File: config.mk
export PLATFORM = sky130hd
export DESIGN_NAME = stopwatch_core
export DESIGN_NICKNAME = d
export VERILOG_FILES = /design/src/rtl/stopwatch_core.sv
export SDC_FILE = /design/constraint.sdc
export NUM_CORES = 1
export LEC_CHECK = 0
export ABC_AREA = 1
export CORE_AREA = 2 2 70 138
export CTS_BUF_LIST = sky130_fd_sc_hd__clkbuf_8
export DETAILED_ROUTE_END_ITERATION = 6
export DIE_AREA = 0 0 72 140
export SLEW_MARGIN = 25
export SYNTH_ARGS = -nofsm -noshare
export SYNTH_HDL_FRONTEND = slang
export SYNTH_SLANG_ARGS = --single-unit
File: constraint.sdc
create_clock -name CLOCK_50 -period 2.8 [get_ports CLOCK_50]
set_input_delay 0.56 -clock CLOCK_50 [delete_from_list [all_inputs] [get_ports CLOCK_50]]
set_output_delay 0.56 -clock CLOCK_50 [all_outputs]
set_load 0.005 [all_outputs]
File: src/rtl/stopwatch_core.sv
`timescale 1ns/1ps
// MM:SS.t BCD stopwatch: run/pause/lap/clear FSM driven by command pulses.
// Counts prescaler ticks and muxes the live or lap-frozen value to the digits.
module stopwatch_core #(
  parameter int MIN_TENS_MAX = 5,
  parameter bit HOLD_AT_MAX  = 1'b0
) (
  input  logic       CLOCK_50,
  input  logic       reset,
  input  logic       tenth_tick,
  input  logic       start_stop,
  input  logic       lap,
  input  logic       clear,
  output logic [3:0] disp_tenths,
  output logic [3:0] disp_sec_lo,
  output logic [3:0] disp_sec_hi,
  output logic [3:0] disp_min_lo,
  output logic [3:0] disp_min_hi,
  output logic       running,
  output logic       lap_active,
  output logic       wrap_pulse
);

  typedef enum logic [1:0] {IDLE, RUN, PAUSE, LAP} state_t;

  localparam logic [3:0] MH_MAX = 4'(MIN_TENS_MAX);

  state_t     state, state_n;
  logic [3:0] c_t, c_sl, c_sh, c_ml, c_mh;
  logic [3:0] c_t_n, c_sl_n, c_sh_n, c_ml_n, c_mh_n;
  logic [3:0] l_t, l_sl, l_sh, l_ml, l_mh;
  logic [3:0] l_t_n, l_sl_n, l_sh_n, l_ml_n, l_mh_n;
  logic       wrap, wrap_n;
  logic       counting, adv, at_max;

  assign counting = (state == RUN) || (state == LAP);
  // commands win over a coincident tick
  assign adv = tenth_tick && counting && !clear && !start_stop;
  assign at_max = (c_t == 4'd9) && (c_sl == 4'd9) && (c_sh == 4'd5)
               && (c_ml == 4'd9) && (c_mh == MH_MAX);

  always_ff @(posedge CLOCK_50 or posedge reset) begin
    if (reset) begin
      state <= IDLE;
      c_t   <= '0;
      c_sl  <= '0;
      c_sh  <= '0;
      c_ml  <= '0;
      c_mh  <= '0;
      l_t   <= '0;
      l_sl  <= '0;
      l_sh  <= '0;
      l_ml  <= '0;
      l_mh  <= '0;
      wrap  <= 1'b0;
    end else begin
      state <= state_n;
      c_t   <= c_t_n;
      c_sl  <= c_sl_n;
      c_sh  <= c_sh_n;
      c_ml  <= c_ml_n;
      c_mh  <= c_mh_n;
      l_t   <= l_t_n;
      l_sl  <= l_sl_n;
      l_sh  <= l_sh_n;
      l_ml  <= l_ml_n;
      l_mh  <= l_mh_n;
      wrap  <= wrap_n;
    end
  end

  always_comb begin
    state_n = state;
    c_t_n   = c_t;
    c_sl_n  = c_sl;
    c_sh_n  = c_sh;
    c_ml_n  = c_ml;
    c_mh_n  = c_mh;
    l_t_n   = l_t;
    l_sl_n  = l_sl;
    l_sh_n  = l_sh;
    l_ml_n  = l_ml;
    l_mh_n  = l_mh;
    wrap_n  = 1'b0;

    priority case (1'b1)
      clear: begin
        state_n = IDLE;
        c_t_n   = '0;
        c_sl_n  = '0;
        c_sh_n  = '0;
        c_ml_n  = '0;
        c_mh_n  = '0;
        l_t_n   = '0;
        l_sl_n  = '0;
        l_sh_n  = '0;
        l_ml_n  = '0;
        l_mh_n  = '0;
      end
      start_stop: state_n = counting ? PAUSE : RUN;
      lap: begin
        if (state == RUN) begin
          state_n = LAP;
          l_t_n   = c_t;
          l_sl_n  = c_sl;
          l_sh_n  = c_sh;
          l_ml_n  = c_ml;
          l_mh_n  = c_mh;
        end else if (state == LAP) begin
          state_n = RUN;
        end
      end
      default: ;
    endcase

    if (adv) begin
      if (at_max) begin
        wrap_n = 1'b1;
        if (HOLD_AT_MAX) begin
          state_n = PAUSE;
        end else begin
          c_t_n  = '0;
          c_sl_n = '0;
          c_sh_n = '0;
          c_ml_n = '0;
          c_mh_n = '0;
        end
      end else if (c_t != 4'd9) begin
        c_t_n = c_t + 4'd1;
      end else begin
        c_t_n = '0;
        if (c_sl != 4'd9) begin
          c_sl_n = c_sl + 4'd1;
        end else begin
          c_sl_n = '0;
          if (c_sh != 4'd5) begin
            c_sh_n = c_sh + 4'd1;
          end else begin
            c_sh_n = '0;
            if (c_ml != 4'd9) begin
              c_ml_n = c_ml + 4'd1;
            end else begin
              c_ml_n = '0;
              c_mh_n = c_mh + 4'd1;
            end
          end
        end
      end
    end
  end

  assign running     = counting;
  assign lap_active  = (state == LAP);
  assign wrap_pulse  = wrap;
  assign disp_tenths = lap_active ? l_t  : c_t;
  assign disp_sec_lo = lap_active ? l_sl : c_sl;
  assign disp_sec_hi = lap_active ? l_sh : c_sh;
  assign disp_min_lo = lap_active ? l_ml : c_ml;
  assign disp_min_hi = lap_active ? l_mh : c_mh;

endmodule

After elaboration in Yosys (flattened, before gate mapping). Cells that the tools add are included.

Add/sub/neg operators: 5. Equal/unequal tests: 12. Reductions and logical operators: 17. Multiplexer cells: 62.

Operators by type and width (number): $mux W4 (54); $add A4 B1 Y4 const B (5); $eq A4 B4 Y1 const B (3); $mux W2 (6); $ne A4 B4 Y1 const B (3); $eq A4 B3 Y1 const B (2); $logic_and A1 B1 Y1 (7); $reduce_bool A2 Y1 (3); $ne A4 B3 Y1 const B (1); $reduce_bool A4 Y1 (1); $reduce_and A3 Y1 (1); $reduce_bool A3 Y1 (1); $eq A2 B1 Y1 const B (1); $eq A2 B2 Y1 const B (1); $logic_not A1 Y1 (2); $mux W1 (2); $ne A2 B1 Y1 const B (1); $reduce_and A2 Y1 (1); $logic_or A1 B1 Y1 (1).

Logic and storage cells: 108. Input bits: 6. Output and inout bits: 23. Bits in registers: 43.

Longest topological paths before layout. Gate-level depths: netlist of the first run.

Depth in word-level cells: 7. Depth in mapped cells: 9. Gate-level depth less buffers: 9.

Worst setup path after synthesis of the first run. Ideal clock, no wire load.

Path type: register -> output. Start: reg state[0]. End: out disp_min_hi[3]. Data arrival time: 0.964 ns. Stages on the path, launching flop included: 5. Required time: 2.240 ns. Path slack: 1.276 ns. Path through: dfrtp_1 -> nand2_1 -> clkbuf_1 -> nand2_1 -> o21ai_0.

Word-level cells in the longest chain between the ends: 2.

RTL lines: from (decl) (line 28) `state_t state, state_n;`; from (signal assigned) (line 57) `state <= state_n;`; $eq A2 B2 Y1 (line 153) `assign lap_active = (state == LAP);`; $mux W4 (line 159) `assign disp_min_hi = lap_active ? l_mh : c_mh;`; to (decl) (line 18) `output logic [3:0] disp_min_hi,`.

No other way between the ends.

Worst setup path after layout of the first run.
Start: reg state[0]. End: out disp_min_lo[2].

Word-level cells in the longest chain between the ends: 2.

RTL lines: $eq A2 B2 Y1 (line 153); $mux W4 (line 158) `assign disp_min_lo = lap_active ? l_ml : c_ml;`; to (decl) (line 17) `output logic [3:0] disp_min_lo,`.

No other way between the ends.

==> results.md, run 1 <==
- Outcome: completed
- Vias in the first global route: 2145
- Placed Cells: 459
- Ant diodes: 0
- Die ar.: 10100 µm²
- Crit path cell chain: nand2_1 -> buf_4 -> nand2_1 -> o21ai_0 -> clkdlybuf4s50_1
- Final setup margin: 395 ps
- Hold-fix buffers, CTS: 0
- Worst EP arrival: 1850 ps
- Non-filler cells, final: 465
- Mapped cell area: 2530 µm²
- Final max-slew violation count: 0
- Final hold violations: 0
- Die X: 72 µm
- # setup viols final: 0
- Placed Area: 2910 µm²
- CTS Buf Count: 5
- Post-Route Skew: 5.53 ps
- CTS max path bufs: 2
- DRC viols: 0
- Largest net degree at the start of global routing: 44
- Post-route design area: 2980 µm²
- Gpl congestion: 0.848
- Htree depth: 2
- Antenna viol nets, final: 0
- Detailed Routing Iterations Pass 1: 4
- Num ports: 29
- Worst Path Class, Setup: flop to output pin
- # port buffers: 28
- Fraction of registers with async set/reset: 100%
- Post-synth EDFFs: 0
- Layout cells sized above 1: 8.26%
- Clock root buffer: clkbuf_8
- Worst Path Buf+Inv: 2
- Synthesized net count: 349
- Post-DP HPWL: 4390 µm
- Cell mode on critical path: nand2_1
- PostCTS Resize Cnt: 0
- Worst VDD drop: 178 µV
- Nets: 378
- CP endpoint kind: output pin
- Synth area leader: dfrtp_1
- CTS sink cnt: 43
- Delay-heaviest family, CP: buffers and inverters
- Clock-pin slew on the worst setup and hold paths: 80 ps
- DRT iter0 DRCs: 104
- P per Cell Area: 358 nW/µm²
- Fin crit share: 85.9%
- Fill cells: 956
- First-pass GRT wire length: 10200 µm
- Post-synth top flop: dfrtp_1
- Startpoint Class: flop
- Tot GR Track Use: 12.8%
- DR WL/cell: 12.6 µm
- Syn avg cell area: 7.56 µm²
- Critical-path maximum fanout: 25
- Flops & latches, synth: 43
- Actual slew at the worst max-slew pin: 572 ps
- Leak Pwr: 1.39 nW
- Unique masters post-synth: 31
- Max_cap viols: 0
- Vias/cell: 4.62
- WHS Path Cells: 2
- Area growth syn-to-layout: 17.6%
- Core area: 9010 µm²
- Unrepaired setup endpoints after global routing: no
- Slowest cell on crit path: clkdlybuf4s50_1
- Row count: 49
- Setup_tns: 0 ps
- Synth top area share: 42.5%
- Post-CTS Setup Inserts: 0
- CP Depth: 5
- TritonCTS clock tree: yes
- Initial antenna violation count: 0
- Post-synthesis sequential area ratio: 42.5%
- R2R cell count: 7
- Die height: 140 µm
- Initial core utilization: 28.1%
- GRT Residual Overflow: 0
- Placement Setup Slack: 615 ps
- Vias: 2147
- Area contributors post-synth: dfrtp_1 (42%), o21ai_0 (11%), nand2_1 (11%), inv_1 (9.6%), ha_1 (4.0%)
- Slew HR: 61.9%
- Min Hold Slack: 528 ps
- Clock latency on the worst-skew pair: 300 ps
- Tmin final: 2410 ps
- Ys Warns: 0
- Syn Inst Count: 335
- FMAX: 416 MHz
- Crit-path max cell delay: 540 ps
- WP data required: 2240 ps
- Routed WL: 5880 µm
- Worst Hold Class: flop to flop
==> sequential cells by signal, indices dropped and copies added (netlist names) <==
signal      cells
l_mh            4
c_sh            4
state           2
l_ml            4
c_sl            4
c_mh            4
wrap_pulse      1
l_sh            4
l_t             4
c_t             4
l_sl            4
c_ml            4
==> worst paths after layout <==
kind                                       from             endpoint  slack [ps]
setup reg to reg             c_t[1]$_DFFE_PP0P_    c_ml[1]$_DFF_PP0_        1180
min in group asynchronous                 reset  l_sh[0]$_DFFE_PP0P_         710
hold / removal               l_t[3]$_DFFE_PP0P_   l_t[3]$_DFFE_PP0P_         530
hold reg to reg              l_t[3]$_DFFE_PP0P_   l_t[3]$_DFFE_PP0P_         530
setup / recovery           state[0]$_DFFE_PP0P_       disp_min_lo[2]         390
max in group asynchronous                 reset   c_t[1]$_DFFE_PP0P_        1700
==> layout by cell type (no fill, tap or decap), drive strengths merged <==
| master | instances |
|---|---|
| nand2 | 76 |
| inv | 69 |
| o21ai | 57 |
| dfrtp | 43 |
| clkdlybuf4s50 | 28 |
| nor2 | 28 |
| nand3 | 20 |
| ha | 8 |
| o22ai | 6 |
| clkbuf | 5 |
| buf | 5 |
| a21oi | 4 |
| xor2 | 3 |
| nor3 | 3 |
| o211ai | 2 |
| xnor2 | 2 |
| nand4 | 2 |
| or2 | 2 |
==> synth_stat cells, types with 3 or more instances <==
library cell   n
nand2_1       71
inv_1         65
o21ai_0       54
dfrtp_1       43
nor2_1        23
nand3_1       17
ha_1           8
clkbuf_1       6
o22ai_1        6
a21oi_1        4
nand2_2        4
buf_6          3
o21ai_1        3
xor2_1         3
==> report_power, final <==
group	internal, mW	switching (mW)
Sequential	0.623	0.00472
Clock	0.163	0.210
Combinational	0.0208	0.0448
Total	0.807	0.260
==> final cells by class <==
type                    instances  area, µm²  share of cell area, %
multi-input cells             213       1130                   37.8
flip-flops and latches         43       1080                   36.1
repair buffers                 33        318                   10.7
inverters                      68        258                   8.65
well taps                     102        128                   4.28
clock buffers                   5       68.8                   2.31
clock inverters                 1       3.75                  0.126
==> through the flow <==
| stage | power (mW) | utilization (%) |
|---|---|---|
| finish | 1.07 | 33.1 |
| global route | 1.11 | 33.1 |
| CTS | 1.08 | 33.1 |
| detailed placement | 0.708 | 32.3 |
| global placement | 0.706 | 32.3 |
| floorplan | 0.684 | - |
==> per-layer routing <==
layer | wire length (µm) | part of all wire, % | GRT usage (%) | vias up
met5 | 0 | 0 | 0 | -
met4 | 162 | 2.8 | 6.06 | 0
met3 | 127 | 2.2 | 1.58 | 12
met2 | 3320 | 57 | 24.0 | 24
met1 | 2260 | 38 | 13.6 | 1013
li1 | - | - | - | 1098
==> cell families (layout without fill, tap and decap cells) <==
| logic type | count (synthesis) | count (layout) | share of synthesized area [%] |
|---|---|---|---|
| AOI/OAI and AO/OA | 69 | 69 | 14.1 |
| xor gates and xnor gates | 5 | 5 | 1.73 |
| adders and majority gates | 8 | 8 | 3.95 |
| buffers and inverters | 79 | 107 | 13.0 |
| DFF | 43 | 43 | 42.5 |
| and+or+nand+nor | 131 | 131 | 24.7 |
==> worst register-to-register path: stages (launching register included) <==
cell     delay (ps)
dfrtp_1         420
inv_1           120
ha_1            170
nand3_2         200
nor3_2          350
nand3_1         130
nand2_1          90
inv_1            40
Note: power is estimated with default switching activity, not from simulation.
==> run 2: changes to the inputs <==
- PLACE_DENSITY: not set -> 0.44
==> results.md, run 2 (synthesized netlist as in run 1, its figures left out) <==
- FMAX: 399 MHz (-4.0%)
- Core area: 9010 µm² (unchanged)
- Clock latency on the worst-skew pair: 310 ps (about the same)
- Reg-to-Reg Start: c_t[1]$_DFFE_PP0P_
- Max_cap viols: 0 (unchanged)
- Layout cells sized above 1: 8.52% (+0.25 points)
- Outcome: completed
- Die X: 72 µm (unchanged)
- Initial antenna violation count: 0 (unchanged)
- Actual slew at the worst max-slew pin: 848 ps (+276 ps)
- Unrepaired setup endpoints after global routing: no
- Row count: 49 (unchanged)
- Worst VDD drop: 225 µV (+26%)
- P per Cell Area: 378 nW/µm² (+5.6%)
- CTS sink cnt: 43 (unchanged)
- Post-DP HPWL: 4530 µm (+3.4%)
- TritonCTS clock tree: yes
- Die ar.: 10100 µm² (unchanged)
- Cell mode on critical path: nand2_1
- Vias: 2140 (-0.33%)
- Placement Setup Slack: 603 ps (-11.6 ps)
- Commonest non-fill, non-tap cell in the layout: nand2_1
- Vias in the first global route: 2246 (+4.7%)
- Worst EP arrival: 1950 ps (+100 ps)
- Initial core utilization: 28.1% (unchanged)
- Worst Hold Class: flop to flop
- Htree depth: 2 (unchanged)
- Startpoint Class: flop
- DRT iter0 DRCs: 108 (+3.8%)
- Worst Path Class, Setup: flop to output pin
- Delay-heaviest family, CP: buffers and inverters
- Detailed Routing Iterations Pass 1: 4 (unchanged)
- Largest net degree at the start of global routing: 42 (-4.5%)
- Slowest cell on crit path: clkdlybuf4s50_1
- Worst Path Buf+Inv: 2 (unchanged)
- Post-Route Skew: 9.01 ps (+3.49 ps)
- First-pass GRT wire length: 10800 µm (+6.2%)
- GRT Residual Overflow: 0 (unchanged)
- Num ports: 29 (unchanged)
- Gpl congestion: 0.799 (-5.7%)
- Hold-fix buffers, CTS: 0 (unchanged)
- Crit-path max cell delay: 550 ps (about the same)
- Area growth syn-to-layout: 18.9%
- Final max-slew violation count: 0 (unchanged)
- R2R Setup Slk: 1200 ps (+20 ps)
- WP data required: 2240 ps (about the same)
- Antenna viol nets, final: 0 (unchanged)
- Setup_tns: 0 ps (unchanged)
- Non-filler cells, final: 466 (+0.22%)
- Final hold violations: 0 (unchanged)
- Hold EP: l_mh[1]$_DFFE_PP0P_
- Clock root buffer: clkbuf_8
- Tmin final: 2510 ps (+100 ps)
- Tot GR Track Use: 13.8% (+0.97 points)
- Critical-path maximum fanout: 41 (+64%)
- Nets: 377 (-0.26%)
- Hold path startpoint: l_mh[1]$_DFFE_PP0P_
- Die height: 140 µm (unchanged)
- Placed Cells: 458 (-0.22%)
- Crit path cell chain: nand2_1 -> buf_4 -> nand2_1 -> o21ai_0 -> clkdlybuf4s50_1
- DR WL/cell: 13.2 µm (+4.6%)
- WHS Path Cells: 2 (unchanged)
- Most frequent cells in the layout: nand2_1 (71), inv_1 (65), o21ai_0 (54)
- Ant diodes: 0 (unchanged)
- Final setup margin: 295 ps (-100 ps)
- R2R cell count: 9 (+2)
- CTS Buf Count: 5 (unchanged)
- # port buffers: 28 (unchanged)
- CP endpoint kind: output pin
- Routed WL: 6160 µm (+4.8%)
- Leak Pwr: 1.40 nW (+0.79%)
- Pwr Total: 1.14 mW (+6.8%)
- DRC viols: 0 (unchanged)
- Fin crit share: 89.5% (+3.6 points)
- Vias/cell: 4.59 (-0.54%)
- Post-CTS Setup Inserts: 0 (unchanged)
- # setup viols final: 0 (unchanged)
- R2r endpoint: c_sh[0]$_DFF_PP0_
- Clock-pin slew on the worst setup and hold paths: 90 ps (about the same)
- Slew HR: 43.1% (-19 points)
- PostCTS Resize Cnt: 0 (unchanged)
- CTS max path bufs: 2 (unchanged)
## run 2: changes by cell type in the layout (fill, tap and decap cells not counted), sizes merged
cell and delta:
buf -1, clkinv +1, clkbuf +2, inv -1
## run 2: area by class of cell
class                      count  area, µm²
inverter                      68        258
clock buffer                   7       96.3
multi-input combinational    213       1130
sequential                    43       1080
tap                          102        128
timing repair buffer          32        323
clock inverter                 1       3.75
fill                         968       6000
## run 2: through the flow
step / utilization [%] / hold slack, ps / area [µm²]
final: 33.4 / 536 / 3010
after global routing: 33.4 / 565 / 3010
after CTS: 33.4 / 543 / 3010
after detailed placement: 32.3 / 524 / 2910
after global placement: 32.3 / 503 / 2910
after floorplan: - / 488 / 2530
## run 2: worst max-delay path by stage
stage	slack, ps	depth (start not counted)	from	end
after floorplan	1240	1	reset	c_mh[0]$_DFF_PP0_
after global placement	590	5	state[0]$_DFFE_PP0P_	disp_sec_hi[3]
after detailed placement	600	9	start_stop	c_sh[0]$_DFF_PP0_
after CTS	240	5	state[0]$_DFFE_PP0P_	disp_sec_hi[3]
after global routing	40	5	state[0]$_DFFE_PP0P_	disp_sec_hi[3]
final	290	5	state[0]$_DFFE_PP0P_	disp_sec_hi[3]
## run 2: layer usage
metal | wire [µm] | global-route usage, %
met4 | 121 | 5.56
met3 | 115 | 1.94
met2 | 3450 | 26.2
met1 | 2480 | 14.6
met5 | 0 | 0
## run 2: worst reg2reg max path, cell delays in order, from the launching register on
cell     delay (ps)
dfrtp_1         420
inv_1           120
ha_1            170
nand3_2         210
inv_1           170
nand2_4          90
nor2_4          120
o21ai_0          80
o21ai_0          80
inv_1            50
## run 2: where the power goes
part	switching, mW	total (mW)	internal (mW)	leakage [nW]
combinational	0.0466	0.0689	0.0223	0.744
clock	0.221	0.443	0.222	0.0557
sequential	0.00473	0.628	0.623	0.599
total	0.272	1.14	0.867	1.40
==> run 3: changes to the inputs <==
- TNS_END_PERCENT: not set -> 1
==> results of run 3 <==
Final layout, timing and power as in run 2 (identical DEF).
